[src/rtl/ttc_regif_pkg5.sv]
// Shared definitions for the lite timer/counter APB register interface:
// register offsets, FSM state encoding and address classification helpers.
package ttc_regif_pkg5;

  // Byte offsets of the channel registers (only paddr[6:0] is decoded)
  localparam logic [6:0] OFF_CLK_CTRL5    = 7'h00;
  localparam logic [6:0] OFF_CNTR_CTRL5   = 7'h0C;
  localparam logic [6:0] OFF_COUNTER_VAL5 = 7'h18;
  localparam logic [6:0] OFF_INTERVAL5    = 7'h24;
  localparam logic [6:0] OFF_MATCH_15     = 7'h30;
  localparam logic [6:0] OFF_MATCH_25     = 7'h3C;
  localparam logic [6:0] OFF_MATCH_35     = 7'h48;
  localparam logic [6:0] OFF_INTR_STAT5   = 7'h54;
  localparam logic [6:0] OFF_INTR_EN5     = 7'h60;

  // Writable registers; index gi drives write strobe gi
  // (0 clk_ctrl, 1 cntr_ctrl, 2 interval, 3..5 match1..3, 6 intr_en)
  localparam int NUM_WR5 = 7;
  localparam logic [NUM_WR5-1:0][6:0] WR_OFFSETS5 = {
    OFF_INTR_EN5, OFF_MATCH_35, OFF_MATCH_25, OFF_MATCH_15,
    OFF_INTERVAL5, OFF_CNTR_CTRL5, OFF_CLK_CTRL5
  };

  // Read-only registers; a write to any of these is an error
  localparam int NUM_RO5 = 2;
  localparam logic [NUM_RO5-1:0][6:0] RO_OFFSETS5 = {
    OFF_INTR_STAT5, OFF_COUNTER_VAL5
  };

  typedef enum logic [1:0] {
    IDLE   = 2'd0,
    ACCESS = 2'd1,
    RD_ACK = 2'd2
  } regif_state_t;

  function automatic logic is_ro5(input logic [6:0] off);
    logic hit;
    hit = 1'b0;
    for (int i = 0; i < NUM_RO5; i++) begin
      if (off == RO_OFFSETS5[i]) hit = 1'b1;
    end
    return hit;
  endfunction

  function automatic logic is_mapped5(input logic [6:0] off);
    logic hit;
    hit = is_ro5(off);
    for (int i = 0; i < NUM_WR5; i++) begin
      if (off == WR_OFFSETS5[i]) hit = 1'b1;
    end
    return hit;
  endfunction

endpackage

[src/rtl/ttc_apb_regif_lite5.sv]
// APB3 slave front-end for one lite timer/counter channel. Writes complete
// with no wait state and produce a one-cycle select strobe plus registered
// write data; reads take one wait state and return a value captured in the
// first access cycle. Reading interrupt status pulses clear_interrupt5.
module ttc_apb_regif_lite5
  import ttc_regif_pkg5::*;
#(
  parameter int APB_AW5 = 8
) (
  input  logic               pclk5,
  input  logic               n_p_reset5,
  input  logic               psel5,
  input  logic               penable5,
  input  logic               pwrite5,
  input  logic [APB_AW5-1:0] paddr5,
  input  logic [31:0]        pwdata5,
  output logic [31:0]        prdata5,
  output logic               pready5,
  output logic               pslverr5,
  output logic [15:0]        wdata_out5,
  output logic               clk_ctrl_reg_sel5,
  output logic               cntr_ctrl_reg_sel5,
  output logic               interval_reg_sel5,
  output logic               match_1_reg_sel5,
  output logic               match_2_reg_sel5,
  output logic               match_3_reg_sel5,
  output logic               intr_en_reg_sel5,
  output logic               clear_interrupt5,
  input  logic [6:0]         clk_ctrl_reg5,
  input  logic [6:0]         cntr_ctrl_reg5,
  input  logic [15:0]        counter_val_reg5,
  input  logic [15:0]        interval_reg5,
  input  logic [15:0]        match_1_reg5,
  input  logic [15:0]        match_2_reg5,
  input  logic [15:0]        match_3_reg5,
  input  logic [5:0]         interrupt_reg5,
  input  logic [5:0]         interrupt_en_reg5
);

  regif_state_t         state_reg, state_next;
  logic [6:0]           addr_reg;
  logic                 write_reg;
  logic [15:0]          wdata_reg;
  logic                 err_reg;
  logic [31:0]          prdata_reg;
  logic [15:0]          wdata_out_reg;
  logic [NUM_WR5-1:0]   sel_reg;
  logic                 clr_reg;

  logic                 setup;
  logic                 enabled;
  logic                 setup_err;
  logic                 wr_fire;
  logic                 rd_capture;
  logic [31:0]          rd_mux;
  logic [NUM_WR5-1:0]   sel_dec;

  assign setup   = psel5 & ~penable5;
  assign enabled = psel5 & penable5;

  // Classify the setup-phase address; upper bits and byte lanes must be zero
  always_comb begin
    setup_err = 1'b0;
    if ((paddr5 >> 7) != '0)               setup_err = 1'b1;
    if (paddr5[1:0] != 2'b00)              setup_err = 1'b1;
    if (!is_mapped5(paddr5[6:0]))          setup_err = 1'b1;
    if (pwrite5 && is_ro5(paddr5[6:0]))    setup_err = 1'b1;
  end

  assign wr_fire    = (state_reg == ACCESS) & enabled & write_reg & ~err_reg;
  assign rd_capture = (state_reg == ACCESS) & enabled & ~write_reg & ~err_reg;

  // One-hot decode of the latched address into write strobes
  generate
    for (genvar gi = 0; gi < NUM_WR5; gi++) begin : g_sel_dec
      assign sel_dec[gi] = (addr_reg == WR_OFFSETS5[gi]);
    end
  endgenerate

  // Read mux: narrow channel registers are zero-extended
  always_comb begin
    rd_mux = 32'h0;
    case (addr_reg)
      OFF_CLK_CTRL5:    rd_mux = {25'h0, clk_ctrl_reg5};
      OFF_CNTR_CTRL5:   rd_mux = {25'h0, cntr_ctrl_reg5};
      OFF_COUNTER_VAL5: rd_mux = {16'h0, counter_val_reg5};
      OFF_INTERVAL5:    rd_mux = {16'h0, interval_reg5};
      OFF_MATCH_15:     rd_mux = {16'h0, match_1_reg5};
      OFF_MATCH_25:     rd_mux = {16'h0, match_2_reg5};
      OFF_MATCH_35:     rd_mux = {16'h0, match_3_reg5};
      OFF_INTR_STAT5:   rd_mux = {26'h0, interrupt_reg5};
      OFF_INTR_EN5:     rd_mux = {26'h0, interrupt_en_reg5};
      default:          rd_mux = 32'h0;
    endcase
  end

  // FSM state register
  always_ff @(posedge pclk5 or negedge n_p_reset5) begin
    if (!n_p_reset5) state_reg <= IDLE;
    else             state_reg <= state_next;
  end

  // FSM next state; ACCESS without an enabled transfer aborts silently
  always_comb begin
    state_next = state_reg;
    case (state_reg)
      IDLE:    if (setup) state_next = ACCESS;
      ACCESS: begin
        if (!enabled)                state_next = IDLE;
        else if (write_reg || err_reg) state_next = IDLE;
        else                         state_next = RD_ACK;
      end
      RD_ACK:  state_next = IDLE;
      default: state_next = IDLE;
    endcase
  end

  // FSM outputs; read data is only driven while an error-free read completes
  always_comb begin
    pready5  = 1'b0;
    pslverr5 = 1'b0;
    prdata5  = 32'h0;
    case (state_reg)
      ACCESS: begin
        pready5  = enabled & (write_reg | err_reg);
        pslverr5 = enabled & err_reg;
      end
      RD_ACK: begin
        pready5 = 1'b1;
        prdata5 = prdata_reg;
      end
      default: ;
    endcase
  end

  // Transfer context latched at setup, read value captured in ACCESS
  always_ff @(posedge pclk5 or negedge n_p_reset5) begin
    if (!n_p_reset5) begin
      addr_reg   <= 7'h0;
      write_reg  <= 1'b0;
      wdata_reg  <= 16'h0;
      err_reg    <= 1'b0;
      prdata_reg <= 32'h0;
    end else begin
      if (state_reg == IDLE && setup) begin
        addr_reg  <= paddr5[6:0];
        write_reg <= pwrite5;
        wdata_reg <= pwdata5[15:0];
        err_reg   <= setup_err;
      end
      if (rd_capture) prdata_reg <= rd_mux;
    end
  end

  // Channel-side outputs: strobes and clear pulse last exactly one cycle
  always_ff @(posedge pclk5 or negedge n_p_reset5) begin
    if (!n_p_reset5) begin
      wdata_out_reg <= 16'h0;
      sel_reg       <= '0;
      clr_reg       <= 1'b0;
    end else begin
      sel_reg <= wr_fire ? sel_dec : '0;
      if (wr_fire) wdata_out_reg <= wdata_reg;
      clr_reg <= (state_reg == RD_ACK) && (addr_reg == OFF_INTR_STAT5);
    end
  end

  assign wdata_out5         = wdata_out_reg;
  assign clk_ctrl_reg_sel5  = sel_reg[0];
  assign cntr_ctrl_reg_sel5 = sel_reg[1];
  assign interval_reg_sel5  = sel_reg[2];
  assign match_1_reg_sel5   = sel_reg[3];
  assign match_2_reg_sel5   = sel_reg[4];
  assign match_3_reg_sel5   = sel_reg[5];
  assign intr_en_reg_sel5   = sel_reg[6];
  assign clear_interrupt5   = clr_reg;

endmodule

[config.mk]
export PLATFORM = sky130hd
export DESIGN_NAME = ttc_apb_regif_lite5
export DESIGN_NICKNAME = d
export VERILOG_FILES = /design/src/rtl/ttc_regif_pkg5.sv /design/src/rtl/ttc_apb_regif_lite5.sv
export SDC_FILE = /design/constraint.sdc
export NUM_CORES = 1
export LEC_CHECK = 0
export ABC_AREA = 1
export CORE_UTILIZATION = 40
export DETAILED_ROUTE_END_ITERATION = 10
export HOLD_SLACK_MARGIN = 0.05
export MAX_ROUTING_LAYER = met4
export PLACE_DENSITY = 0.81
export SYNTH_ARGS = -nofsm -noshare
export SYNTH_HDL_FRONTEND = slang
export SYNTH_SLANG_ARGS = --single-unit
export TNS_END_PERCENT = 50
[constraint.sdc]
create_clock -name pclk5 -period 2.01 [get_ports pclk5]
set_clock_uncertainty 0.2 [all_clocks]
set_input_delay 0.402 -clock pclk5 [delete_from_list [all_inputs] [get_ports pclk5]]
set_output_delay 0.402 -clock pclk5 [all_outputs]
set_load 0.005 [all_outputs]
# After elaboration in Yosys (flattened, before gate mapping)
# Index checks and enable logic that the tools add are counted.
[totals]
inputBits = 151
register_bits = 83
wordCells = 71
[op_classes]
n_reduce_logical = 8
n_eq_ne = 19
bitwise = 13
n_mux = 22
[op_table]
columns = ["cell", "count"]
rows = [
  ["16-bit one-hot mux with 9 select lines", 1],
  ["7-bit by 6-bit equality test with 1-bit output (second input constant)", 6],
  ["7-bit equality test (second input constant)", 6],
  ["32-bit two-way mux", 1],
  ["7-bit by 4-bit equality test with 1-bit output (second input constant)", 2],
  ["7-bit by 5-bit equality test with 1-bit output (second input constant)", 2],
  ["7-bit logical NOT", 2],
  ["1-bit two-way mux", 14],
  ["1-bit bitwise AND", 9],
  ["7-bit two-way mux", 1],
  ["2-bit two-way mux", 3],
  ["2-bit one-hot mux with 2 select lines", 1],
  ["1-bit logical AND", 3],
  ["1-bit NOT", 3],
  ["2-bit by 1-bit equality test with 1-bit output (second input constant)", 1],
  ["2-bit equality test (second input constant)", 1],
  ["2-bit logical NOT", 1],
  ["2-bit != test (second input constant)", 1],
  ["1-bit one-hot mux with 2 select lines", 1],
  ["2-bit nonzero test", 1],
  ["1-bit logical OR", 1],
  ["1-bit bitwise OR", 1],
]

# Logic depth before layout (Yosys ltp)
# Gate-level depths: netlist of the first run.
[logic_depth]
word_depth = 12
ltp_mapped = 11
ltp_nobuf = 11

# Least setup slack after synthesis of the first run
# Ideal clock, no wire load.
[synth_timing]
path_kind = "reg-to-output"
startpoint = "register state_reg[0]"
endpoint = "output prdata5[10]"
slack_ps = 195
arrival_time_ps = 1213
stages_incl_launch_ff = 7
cell_sequence = "dfrtp_1 > inv_1 > ha_1 > clkbuf_1 > clkbuf_1 > nand2_1 > inv_1"
[synth_between]
elab_chain_cells = 2
[synth_rtl]
columns = ["element", "line", "source"]
rows = [
  ["start: declaration", "ttc_apb_regif_lite5.sv:40", "regif_state_t state_reg, state_next;"],
  ["start signal: assignment", "ttc_apb_regif_lite5.sv:100", "else state_reg <= state_next;"],
  ["2-bit equality test", "ttc_apb_regif_lite5.sv:123", "case (state_reg)"],
  ["32-bit two-way mux", "ttc_apb_regif_lite5.sv:123", ""],
  ["end: declaration", "ttc_apb_regif_lite5.sv:17", "output logic [31:0] prdata5,"],
]
# No other way between the ends.

# Worst setup path in the final report of the first run
# Ends and elaborated chain as after synthesis.

==> impl_metrics.ini, run 1 <==
[synthesis]
synth_top_area_cell = dfrtp_1
synth_ff_type = dfrtp_1
yosysTopAreaCellShare = 0.423
synth_area_leaders = dfrtp_1 (42%), nand2_1 (18%), nand3_1 (11%), inv_1 (5.8%), o21ai_0 (5.6%)
synth_top_family_by_area = simple AND/OR/NAND/NOR gates
yosys.area_share.adder = 0.00947
syn_area_mm2 = 0.00397
synth-warning-count = 0
synth_compound_area_frac = 0.0729
synthMuxAreaShare = 0.00284
ys_ff_latch = 67
synth_edf_count = 0
netlist_instances = 566
synthXorXnorAreaFrac = 0
synth.avg_cell_area_um2 = 7.01
ys_seq_area_frac = 0.423
synthTopCellsByCount = nand2_1 (190), nand3_1 (87), dfrtp_1 (67)
ys_types = 25
synthArstFlopShare = 1.00
synth.most_common_cell = nand2_1
synthSimpleGateAreaFrac = 0.361

[routing]
drt-initial-drc-count = 158
totalWireLength_mm = 13.4
ant_nets = 0
drt_pass1_iterations = 4
vias_per_cell = 4.88
route.detailed.drc = 0
vias = 4333
avgRoutedWirePerCell_um = 15.1

[worst_hold_path]
min-delay-start = wdata_out5[6]$_DFFE_PN0P_
holdPathEnd = wdata_out5[6]$_DFFE_PN0P_
min_delay_path_depth = 2
min_path_type = flop to flop

[timing]
grt_setup_unrepaired = true
setup_ws_ps = -46.6
hold_viol = 0
fmax_mhz = 486
setup_viol = 9
worst_slew_margin_rel = 0.599
period_share = 1.02
fin_crit_ps = 2060
fin_tns_setup_ps = -282
slew_violations = 0
tightestPinTransition_ps = 600

[floorplanning]
die_area_mm2 = 0.0103
die_x_um = 102
io-pin-count = 209
core-area_mm2 = 0.00942
start_util = 0.421
die_h_um = 102
fp-row-count = 35

[clock_network]
clockBufferDepth = 2
cts_made_buffers = 9
cts.reportedPaths.clkPinSlew_ps = 80
cts_tree = done
ctsRootBufferMaster = clkbuf_8
cts_sinks = 67
worstSkewPairLatency_ps = 350
cts_max_level = 3

[worst_setup_path]
worstPathArrival_ps = 1450
r2r-start = addr_reg[5]$_DFFE_PN0P_
required_ps = 1410
r2r_cells = 8
cp-start-kind = flop
cp-end-kind = output port
cp_max_fo = 8
worstSetupPathType = flop to output port
rr_endpoint = prdata_reg[10]$_DFFE_PN0P_
rrSetupSlack_ps = 80

[power_and_ir_drop]
p_per_area_mw_per_mm2 = 869
ir_drop_mv = 0.670
p_leak_nw = 3.11

[place]
routabilityCongestion = 0.910
io_buffers = 176
dpl.hpwl_mm = 10.0

[layout]
area_delta_synth_final_pct = 55.5
final_nets = 908
antenna_cells = 0
drive_gt1_frac = 0.154
postLayoutCoreUtil = 0.655

[run_status]
violations = negative setup slack
status = finished with violations

[global_routing]
grtUsageTotal = 0.274
first_global_vias = 4347
grtUsageMet3 = 0.0828
grt_overflow = 0
grt_max_degree = 33
grt_use_met1 = 0.304
antenna_found_initial = 0
use_met2 = 0.464
grt_first_pass_wirelength_mm = 20.8
top_usage_layer = met2

[run]
maxCapViolations = 0
cell families (layout without fill, tap and decap cells):
kind of cell | after synthesis | count (layout)
simple gates | 329 | 329
fa+ha+maj | 3 | 3
buf+inv | 108 | 286
mux | 1 | 1
flops | 67 | 67
other cells | 1 | 16
compound gates | 57 | 57
power breakdown:
group / switching [mW] / leakage [nW] / total [mW] / internal [mW]
combinational: 1.29 / 2.15 / 2.28 / 0.983
sequential: 0.297 / 0.881 / 2.08 / 1.78
clock: 0.551 / 0.0783 / 1.00 / 0.452
total: 2.14 / 3.11 / 5.36 / 3.22
routing by layer:
layer | share of wire | up-vias
met5 | 0 | -
met2 | 0.47 | 231
li1 | - | 2115
met4 | 0.028 | 0
met3 | 0.11 | 41
met1 | 0.39 | 1946
how the worst max path moves through the flow:
stage	to	start	cells after the start
3_5_place_dp	pready5	penable5	6
5_1_grt	pready5	state_reg[1]$_DFFE_PN0P_	7
6_report	prdata5[10]	state_reg[0]$_DFFE_PN0P_	7
4_1_cts	prdata5[6]	state_reg[1]$_DFFE_PN0P_	6
3_3_place_gp	pready5	psel5	6
2_1_floorplan	prdata5[10]	state_reg[0]$_DFFE_PN0P_	6
area by class of cell:
type	count	area (um^2)
Sequential cell	67	1680
Clock buffer	9	124
Tap cell	129	161
Timing Repair Buffer	201	1960
Multi-Input combinational cell	406	1930
Clock inverter	7	52.6
Inverter	69	264
Fill cell	817	3250
critical path: stages (launching register included):
cell     delay, ps
dfrtp_1        400
inv_2           90
ha_4           160
buf_12         100
buf_12         130
nand2_1         60
inv_1           50
buf_2          110
repair_timing:
action	CTS	global route
pin swaps	1	1
endpoints found under the setup margin	18	21
gates resized for setup	105	14
hold endpoints to repair	28	0
buffers inserted	4	0
hold buffers	1	0
cloned	1	0
cells in the final DEF, fill, tap and decap left out, types with 2 or more instances in the layout:
cell type	n
buf_2	16
ha_4	2
nand3_1	86
clkdlybuf4s50_1	157
buf_12	6
buf_4	16
inv_2	17
buf_6	5
nand2_1	174
nor4_1	2
dfrtp_1	66
inv_1	50
nand2_4	3
nor2_1	31
inv_4	2
o21ai_0	44
conb_1	16
inv_6	2
clkinvlp_4	4
nor2_4	8
a21oi_1	2
o21ai_1	9
clkbuf_8	9
nand2_2	18
nor2_2	4
stage by stage:
step           instance area, um^2  instances  hold slack, ps  power [mW]  worst slack [ps]
6_report                      6170        888             286        5.36             -46.6
5_1_grt                       6170        888             322        5.73              -111
4_1_cts                       6160        889             295        5.37             -42.8
3_5_place_dp                  5890        867             167        4.24              -424
3_3_place_gp                  5890        867             156        4.14              -389
2_1_floorplan                 4020        581           -93.6        3.27               195
No activity file was read; power rests on OpenSTA's default activity.
==> run 2, diff against run 1 <==
Settings changed: ABC_CLOCK_PERIOD_IN_PS set to 2009.
==> results of run 2 <==
Same layout as run 1: the final DEF is identical, and so are final timing and power.
